<file path="src/rtl/alu_pkg.sv">
// alu_pkg: shared definitions for the ALU slice.
//   - alu_op_e : 4-bit operation encoding, {funct7[5], funct3} style
//   - FLAG_*   : bit positions inside the 4-bit flags vector {neg, zero, carry, ovf}
package alu_pkg;

  typedef enum logic [3:0] {
    ALU_ADD  = 4'b0000,
    ALU_SLL  = 4'b0001,
    ALU_SLT  = 4'b0010,
    ALU_SLTU = 4'b0011,
    ALU_XOR  = 4'b0100,
    ALU_SRL  = 4'b0101,
    ALU_OR   = 4'b0110,
    ALU_AND  = 4'b0111,
    ALU_SUB  = 4'b1000,
    ALU_SRA  = 4'b1101
  } alu_op_e;

  localparam int FLAG_NEG   = 3;
  localparam int FLAG_ZERO  = 2;
  localparam int FLAG_CARRY = 1;
  localparam int FLAG_OVF   = 0;
  localparam int FLAG_W     = 4;

endpackage

</file>
<file path="src/rtl/alu_core.sv">
// alu_core: purely combinational ALU datapath.
//   a, b     : operands (b[SA_W-1:0] is the shift amount)
//   opr      : operation select (alu_op_e encoding)
//   result   : operation result
//   illegal  : high for an unsupported opr code
//   flags    : {neg, zero, carry, ovf}; only computed when ALU_FLAGS_EN
//              is defined, otherwise tied to zero.
module alu_core
  import alu_pkg::*;
#(
  parameter int DATA_W = 32
) (
  input  logic [DATA_W-1:0] a,
  input  logic [DATA_W-1:0] b,
  input  logic [3:0]        opr,
  output logic [DATA_W-1:0] result,
  output logic              illegal,
  output logic [FLAG_W-1:0] flags
);

  localparam int SA_W = $clog2(DATA_W);

  logic              is_sub;
  logic [SA_W-1:0]   sa;
  logic [DATA_W-1:0] b_eff;
  logic [DATA_W-1:0] sum;

  // One adder serves ADD and SUB: a + ~b + 1 for subtraction.
  assign is_sub = (opr == ALU_SUB);
  assign sa     = b[SA_W-1:0];
  assign b_eff  = is_sub ? ~b : b;

`ifdef ALU_FLAGS_EN
  logic cout;
  assign {cout, sum} = {1'b0, a} + {1'b0, b_eff} + {{DATA_W{1'b0}}, is_sub};
`else
  assign sum = a + b_eff + {{(DATA_W-1){1'b0}}, is_sub};
`endif

  always_comb begin
    result  = '0;
    illegal = 1'b0;
    case (opr)
      ALU_ADD,
      ALU_SUB:  result = sum;
      ALU_SLL:  result = a << sa;
      ALU_SLT:  result = {{(DATA_W-1){1'b0}}, ($signed(a) < $signed(b))};
      ALU_SLTU: result = {{(DATA_W-1){1'b0}}, (a < b)};
      ALU_XOR:  result = a ^ b;
      ALU_SRL:  result = a >> sa;
      ALU_SRA:  result = $unsigned($signed(a) >>> sa);
      ALU_OR:   result = a | b;
      ALU_AND:  result = a & b;
      default:  illegal = 1'b1;
    endcase
  end

`ifdef ALU_FLAGS_EN
  logic arith;
  assign arith = (opr == ALU_ADD) || is_sub;

  always_comb begin
    flags             = '0;
    flags[FLAG_NEG]   = result[DATA_W-1];
    flags[FLAG_ZERO]  = (result == '0);
    // For SUB the adder carry-out equals "no borrow", i.e. a >= b unsigned.
    flags[FLAG_CARRY] = arith & cout;
    // Overflow: operands (b after inversion for SUB) share a sign that the sum lacks.
    flags[FLAG_OVF]   = arith & (a[DATA_W-1] == b_eff[DATA_W-1])
                              & (sum[DATA_W-1] != a[DATA_W-1]);
  end
`else
  assign flags = '0;
`endif

endmodule

</file>
<file path="src/rtl/alu.sv">
// alu: combinational ALU (alu_core) plus a one-cycle output register stage.
//   clk, rst_n       : clock, asynchronous active-low reset (register stage only)
//   a, b, opr        : operands and operation select
//   in_valid         : qualifies a/b/opr for capture
//   result, illegal, flags : combinational outputs, independent of reset
//   result_q, flags_q, out_valid : registered outputs
// Optional feature macro: ALU_FLAGS_EN (flag generation; flags are zero otherwise).
module alu
  import alu_pkg::*;
#(
  parameter int DATA_W = 32
) (
  input  logic              clk,
  input  logic              rst_n,
  input  logic [DATA_W-1:0] a,
  input  logic [DATA_W-1:0] b,
  input  logic [3:0]        opr,
  input  logic              in_valid,
  output logic [DATA_W-1:0] result,
  output logic              illegal,
  output logic [3:0]        flags,
  output logic [DATA_W-1:0] result_q,
  output logic [3:0]        flags_q,
  output logic              out_valid
);

  alu_core #(.DATA_W(DATA_W)) u_core (
    .a       (a),
    .b       (b),
    .opr     (opr),
    .result  (result),
    .illegal (illegal),
    .flags   (flags)
  );

  logic [DATA_W-1:0] res_q, res_d;
  logic              vld_q, vld_d;

  // Hold the captured result whenever in_valid is low.
  assign res_d = in_valid ? result : res_q;
  assign vld_d = in_valid;

  always_ff @(posedge clk or negedge rst_n) begin
    if (!rst_n) begin
      res_q <= '0;
      vld_q <= 1'b0;
    end else begin
      res_q <= res_d;
      vld_q <= vld_d;
    end
  end

  assign result_q  = res_q;
  assign out_valid = vld_q;

`ifdef ALU_FLAGS_EN
  logic [3:0] flg_q, flg_d;
  assign flg_d = in_valid ? flags : flg_q;

  always_ff @(posedge clk or negedge rst_n) begin
    if (!rst_n) flg_q <= '0;
    else        flg_q <= flg_d;
  end

  assign flags_q = flg_q;
`else
  assign flags_q = '0;
`endif

endmodule

</file>
<file path="config.mk">
export PLATFORM = sky130hd
export DESIGN_NAME = alu
export DESIGN_NICKNAME = d
export VERILOG_FILES = /design/src/rtl/alu_pkg.sv /design/src/rtl/alu_core.sv /design/src/rtl/alu.sv
export SDC_FILE = /design/constraint.sdc
export NUM_CORES = 1
export LEC_CHECK = 0
export ABC_AREA = 1
export CORE_AREA = 2 2 141 143
export DETAILED_ROUTE_END_ITERATION = 12
export DIE_AREA = 0 0 143 145
export GPL_TIMING_DRIVEN = 0
export PLACE_DENSITY = 0.79
export SYNTH_ARGS = -nofsm -noshare
export SYNTH_HDL_FRONTEND = slang
export SYNTH_SLANG_ARGS = --single-unit
</file>
<file path="constraint.sdc">
create_clock -name clk -period 3.2 [get_ports clk]
set_input_delay 0.48 -clock clk [delete_from_list [all_inputs] [get_ports clk]]
set_output_delay 0.48 -clock clk [all_outputs]
set_load 0.05 [all_outputs]
</file>
==> metrics, run 1 <==
worst_ep grt result[31]; CTS Buf Count 5; placer congestion estimate 1.21; Stopped at global routing (5_1_grt); Netlist cell types 56; Port Buffers 136; HPWL after DPL 40.9 mm; Syn Area/Cell 5.69 µm²; clock root cell clkbuf_16; die height 145 µm; gr ovfl total 12; synthesized area 9770 µm²; largest net degree at the start of global routing 34; initial cell density of the core 0.509; # clock sinks 33; pre-CTS setup slack -1.78 ns; H-tree depth 2; Post-synth ARST share 1.00; sequential fraction of the synthesis area 0.0845; row count 51; Run Error [ERROR GRT-0232] Routing congestion too high. Check the congestion heatmap in the GUI.; Syn Inst Count 1717; Post-synth EDFFs 0; status aborted with a tool error; Clock Tree Buf Depth 2; worst ep type primary output; Die W 143 µm; Post-CTS Hold Fix Bufs 0; placed inst area 11600 µm²; #FFs+latches synth 33; # IOs 145; Overall Global Routing Usage 0.681; Yosys warnings 0; Synth Flop Type dfrtp_1
## repair_timing
action,in CTS
gates resized for setup,529
setup buffers,67
gates cloned,2
pin swaps,97
setup endpoints to repair,61
## cells in the mapped netlist (7+ instances only)
library cell	instances	share of area
a221oi_1	10	0.0090
o211ai_1	24	0.018
o221ai_1	8	0.0072
buf_2	35	0.018
nand2_1	612	0.24
buf_4	12	0.0092
clkbuf_1	20	0.0077
a31oi_1	11	0.0070
inv_1	155	0.060
buf_6	9	0.010
nor3_1	20	0.010
a21oi_1	90	0.046
o21a_1	12	0.0092
o21ai_1	38	0.019
nand4_1	15	0.0096
inv_2	15	0.0058
nand3b_1	11	0.0084
ha_1	128	0.16
dfrtp_1	33	0.084
buf_1	7	0.0027
xor2_1	31	0.028
nand3_1	113	0.058
nor2_1	121	0.046
o21ai_0	95	0.049
## cells by family after synthesis
logic type               synth area share
flip-flops                         0.0845
XOR/XNOR                           0.0296
buffers and inverters               0.114
multiplexers                      0.00615
AO/OA/AOI/OAI                       0.199
adder cells (fa/ha/maj)             0.166
AND/OR/NAND/NOR                     0.400
other                            0.000384
## routing by layer
| layer | overflow | track usage |
|---|---|---|
| met3 | 0 | 0.488 |
| met4 | 7 | 0.659 |
| met1 | 0 | 0.714 |
| met5 | 0 | 0.0602 |
| met2 | 5 | 0.852 |
## metrics by stage
stage | hold slack (ns) | cells | util
2_1_floorplan | 0.184 | 1724 | -
3_3_place_gp | 0.461 | 2125 | 0.605
3_5_place_dp | 0.465 | 2125 | 0.605
4_1_cts | 0.479 | 2201 | 0.688
==> run 2: changes to the inputs <==
--- a/config.mk
+++ b/config.mk
@@ -6,11 +6,11 @@
 export NUM_CORES = 1
 export LEC_CHECK = 0
 export ABC_AREA = 1
-export CORE_AREA = 2 2 141 143
+export CORE_AREA = 2 2 160 162
 export DETAILED_ROUTE_END_ITERATION = 12
-export DIE_AREA = 0 0 143 145
+export DIE_AREA = 0 0 162 164
 export GPL_TIMING_DRIVEN = 0
-export PLACE_DENSITY = 0.79
+export PLACE_DENSITY_LB_ADDON = 0.15
 export SYNTH_ARGS = -nofsm -noshare
 export SYNTH_HDL_FRONTEND = slang
 export SYNTH_SLANG_ARGS = --single-unit
==> constraint.sdc (replaced) <==
create_clock -name clk -period 4.15 [get_ports clk]
set_input_delay 0.6225 -clock clk [delete_from_list [all_inputs] [get_ports clk]]
set_output_delay 0.6225 -clock clk [all_outputs]
set_load 0.05 [all_outputs]
==> run 2 against run 1 <==
  * The flow now finishes, with violations (negative setup slack)
  * Area after synthesis is the same
  * Synthesized cell count is the same
==> metrics, run 2 <==
setup violators final 1; initial antenna violation count 3; highest-count cells in the layout ignoring fill and taps nand2_1 (593), inv_1 (155), ha_1 (123); crit end category primary output; initial cell density of the core 0.394; CP arrival 3.55 ns; Final Hold Viols 0; Fill cells 2688; Syn Area/Cell 5.69 µm²; Slew Viols, Final 0; Post-Synth XOR/XNOR Area 0.0296; overall power 2700 µW; first-pass GRT wire length 77.5 mm; placed cell count 2190; vias in the first global route 11724; Syn Inst Count 1717; Multi-input gate area 8250 µm²; status complete, but fails checks; Slew headroom 0.297; post-route ant nets 0; DRC viols 0; Lkg Pwr 0.00634 µW; routed vias 12827; sequential fraction of the synthesis area 0.0845; die height 164 µm; Clock Tree Buf Depth 2; Post-synth ARST share 1.00; CORE AREA 24800 µm²; measured slew at the worst slew-check pin 1.05 ns; Final Cycle Share 1.01; layout cell share with drive strength beyond 1 0.140; area delta synth->final 25.7%; Overall Global Routing Usage 0.400; largest net degree at the start of global routing 34; # clock sinks 33; Yosys warnings 0; largest cells by area after synthesis nand2_1 (24%), ha_1 (16%), dfrtp_1 (8.4%), inv_1 (6.0%), nand3_1 (5.8%); gr ovfl total 0; setup TNS -0.0223 ns; max reg flops 32; Post-synth EDFFs 0; # IOs 145; mux contribution to synthesized area 0.00615; post-synthesis compound-gate area fraction 0.199; Layout Utilization 0.495; Tightest Hold Check Type input pin to async pin; fin area 12300 µm²; skew final 0 ns; unrepaired setup endpoints after global routing true; final cell count without fillers 2213; Final min period 4.17 ns; DRT iter0 DRCs 1445; Port Buffers 136; row count 58; CP Launch Type input pin; Netlist cell types 56; maximum net fanout on the critical path 6; Pwr Density 220 nW/µm²; CTS tree done; WP data required 3.53 ns; DRT Wirelength 54.1 mm; CTS Buf Count 5; placer congestion estimate 1.11; #FFs+latches synth 33; setup ws final -0.0223 ns; Highest Clock Rate 240 MHz; simple-gate area share of the yosys netlist 0.400; maximum vdd drop 260 µV; placed inst area 11600 µm²; Die W 162 µm; most numerous cell in the Yosys netlist nand2_1; adder-cell share of the synthesized area 0.166; Clk Latency, worst-skew pair 0.28 ns; H-tree depth 2; register area 826 µm²; most common cell after layout, fill and taps aside nand2_1; HPWL after DPL 45.4 mm; synth cell count leaders nand2_1 (612), inv_1 (155), ha_1 (128), nor2_1 (121), nand3_1 (113); leading area contributor after synthesis nand2_1; Clk pin slew, worst setup/hold paths 0.05 ns; Synth Flop Type dfrtp_1; top-area cell type share of the netlist area 0.235; DR vias/cell 5.80; WL/cell 24.4 µm; die footprint 26600 µm²; clock root cell clkbuf_16; synthesized area 9770 µm²; total of max-cap violations 0; nets@finish 2081; kind of critical path input pin to primary output; violated checks negative setup slack; largest family of logic cells by synthesized area simple AND/OR/NAND/NOR gates; number of detailed-route iterations in the first pass 6
==> run 2: cell counts after synthesis <==
No cell type changed its count.
==> run 2: where the power goes <==
| group | switching [µW] | internal (µW) | total [µW] |
|---|---|---|---|
| Combinational | 1310 | 578 | 1890 |
| Sequential | 22.5 | 363 | 386 |
| Clock | 125 | 299 | 424 |
| Total | 1460 | 1240 | 2700 |
==> run 2: logic make-up (layout without fill, tap and decap cells) <==
| group | after synthesis | count (layout) |
|---|---|---|
| other | 1 | 9 |
| multiplexers | 6 | 6 |
| XOR/XNOR | 33 | 33 |
| AO/OA/AOI/OAI | 329 | 329 |
| buffers and inverters | 255 | 413 |
| adder cells (fa/ha/maj) | 129 | 129 |
| flip-flops | 33 | 33 |
| AND/OR/NAND/NOR | 931 | 931 |
==> run 2: critical path: stages <==
cell and delay (ns):
clkdlybuf4s50_1 0.67, inv_1 0.13, o21ai_0 0.55, o21ai_0 0.44, o21ai_1 0.51, o21ai_0 0.17
nor2_1 0.14, nor2_1 0.06, nand3_2 0.09, buf_6 0.17
==> run 2: repair_timing <==
item                       in CTS  in global routing
pin swaps                      14                 13
buffers inserted               10                  5
gates resized for setup       262                 83
hold buffers                    0                  0
setup endpoints to repair      44                 32
==> run 2: path summary, 6_finish.rpt <==
check                        startpoint      endpoint  slack [ns]  depth (start not counted)
max in group asynchronous         rst_n  result_q[12]        3.29                          1
max                               a[18]    result[20]       -0.02                         10
min                               rst_n   result_q[6]        0.41                          1
min in group clk           result_q[16]  result_q[16]        0.48                          2
max reg2reg                 result_q[3]   result_q[3]        3.48                          2
min reg2reg                result_q[16]  result_q[16]        0.48                          2
==> run 2: per-layer routing <==
layer,GRT usage,share of wire
met5,0,0.00022
met4,0.227,0.068
met1,0.515,0.40
met2,0.626,0.43
met3,0.0760,0.10
==> run 2: layout make-up <==
class,count,area share
Clock buffer,7,0.0116
Clock inverter,1,0.00244
Sequential cell,33,0.0672
Buffer,82,0.0445
Multi-Input combinational cell,1436,0.672
Timing Repair Buffer,151,0.115
Inverter,172,0.0534
Antenna cell,1,0.000204
Tap cell,330,0.0336
==> run 2: per-stage QoR <==
step	worst slack [ns]	hold WS (ns)
6_report	-0.0223	0.405
5_1_grt	-0.0518	0.456
4_1_cts	0.00291	0.413
3_5_place_dp	-1.67	0.464
3_3_place_gp	-1.67	0.463
2_1_floorplan	0.339	0.327
Note: power is estimated with default switching activity, not from simulation.
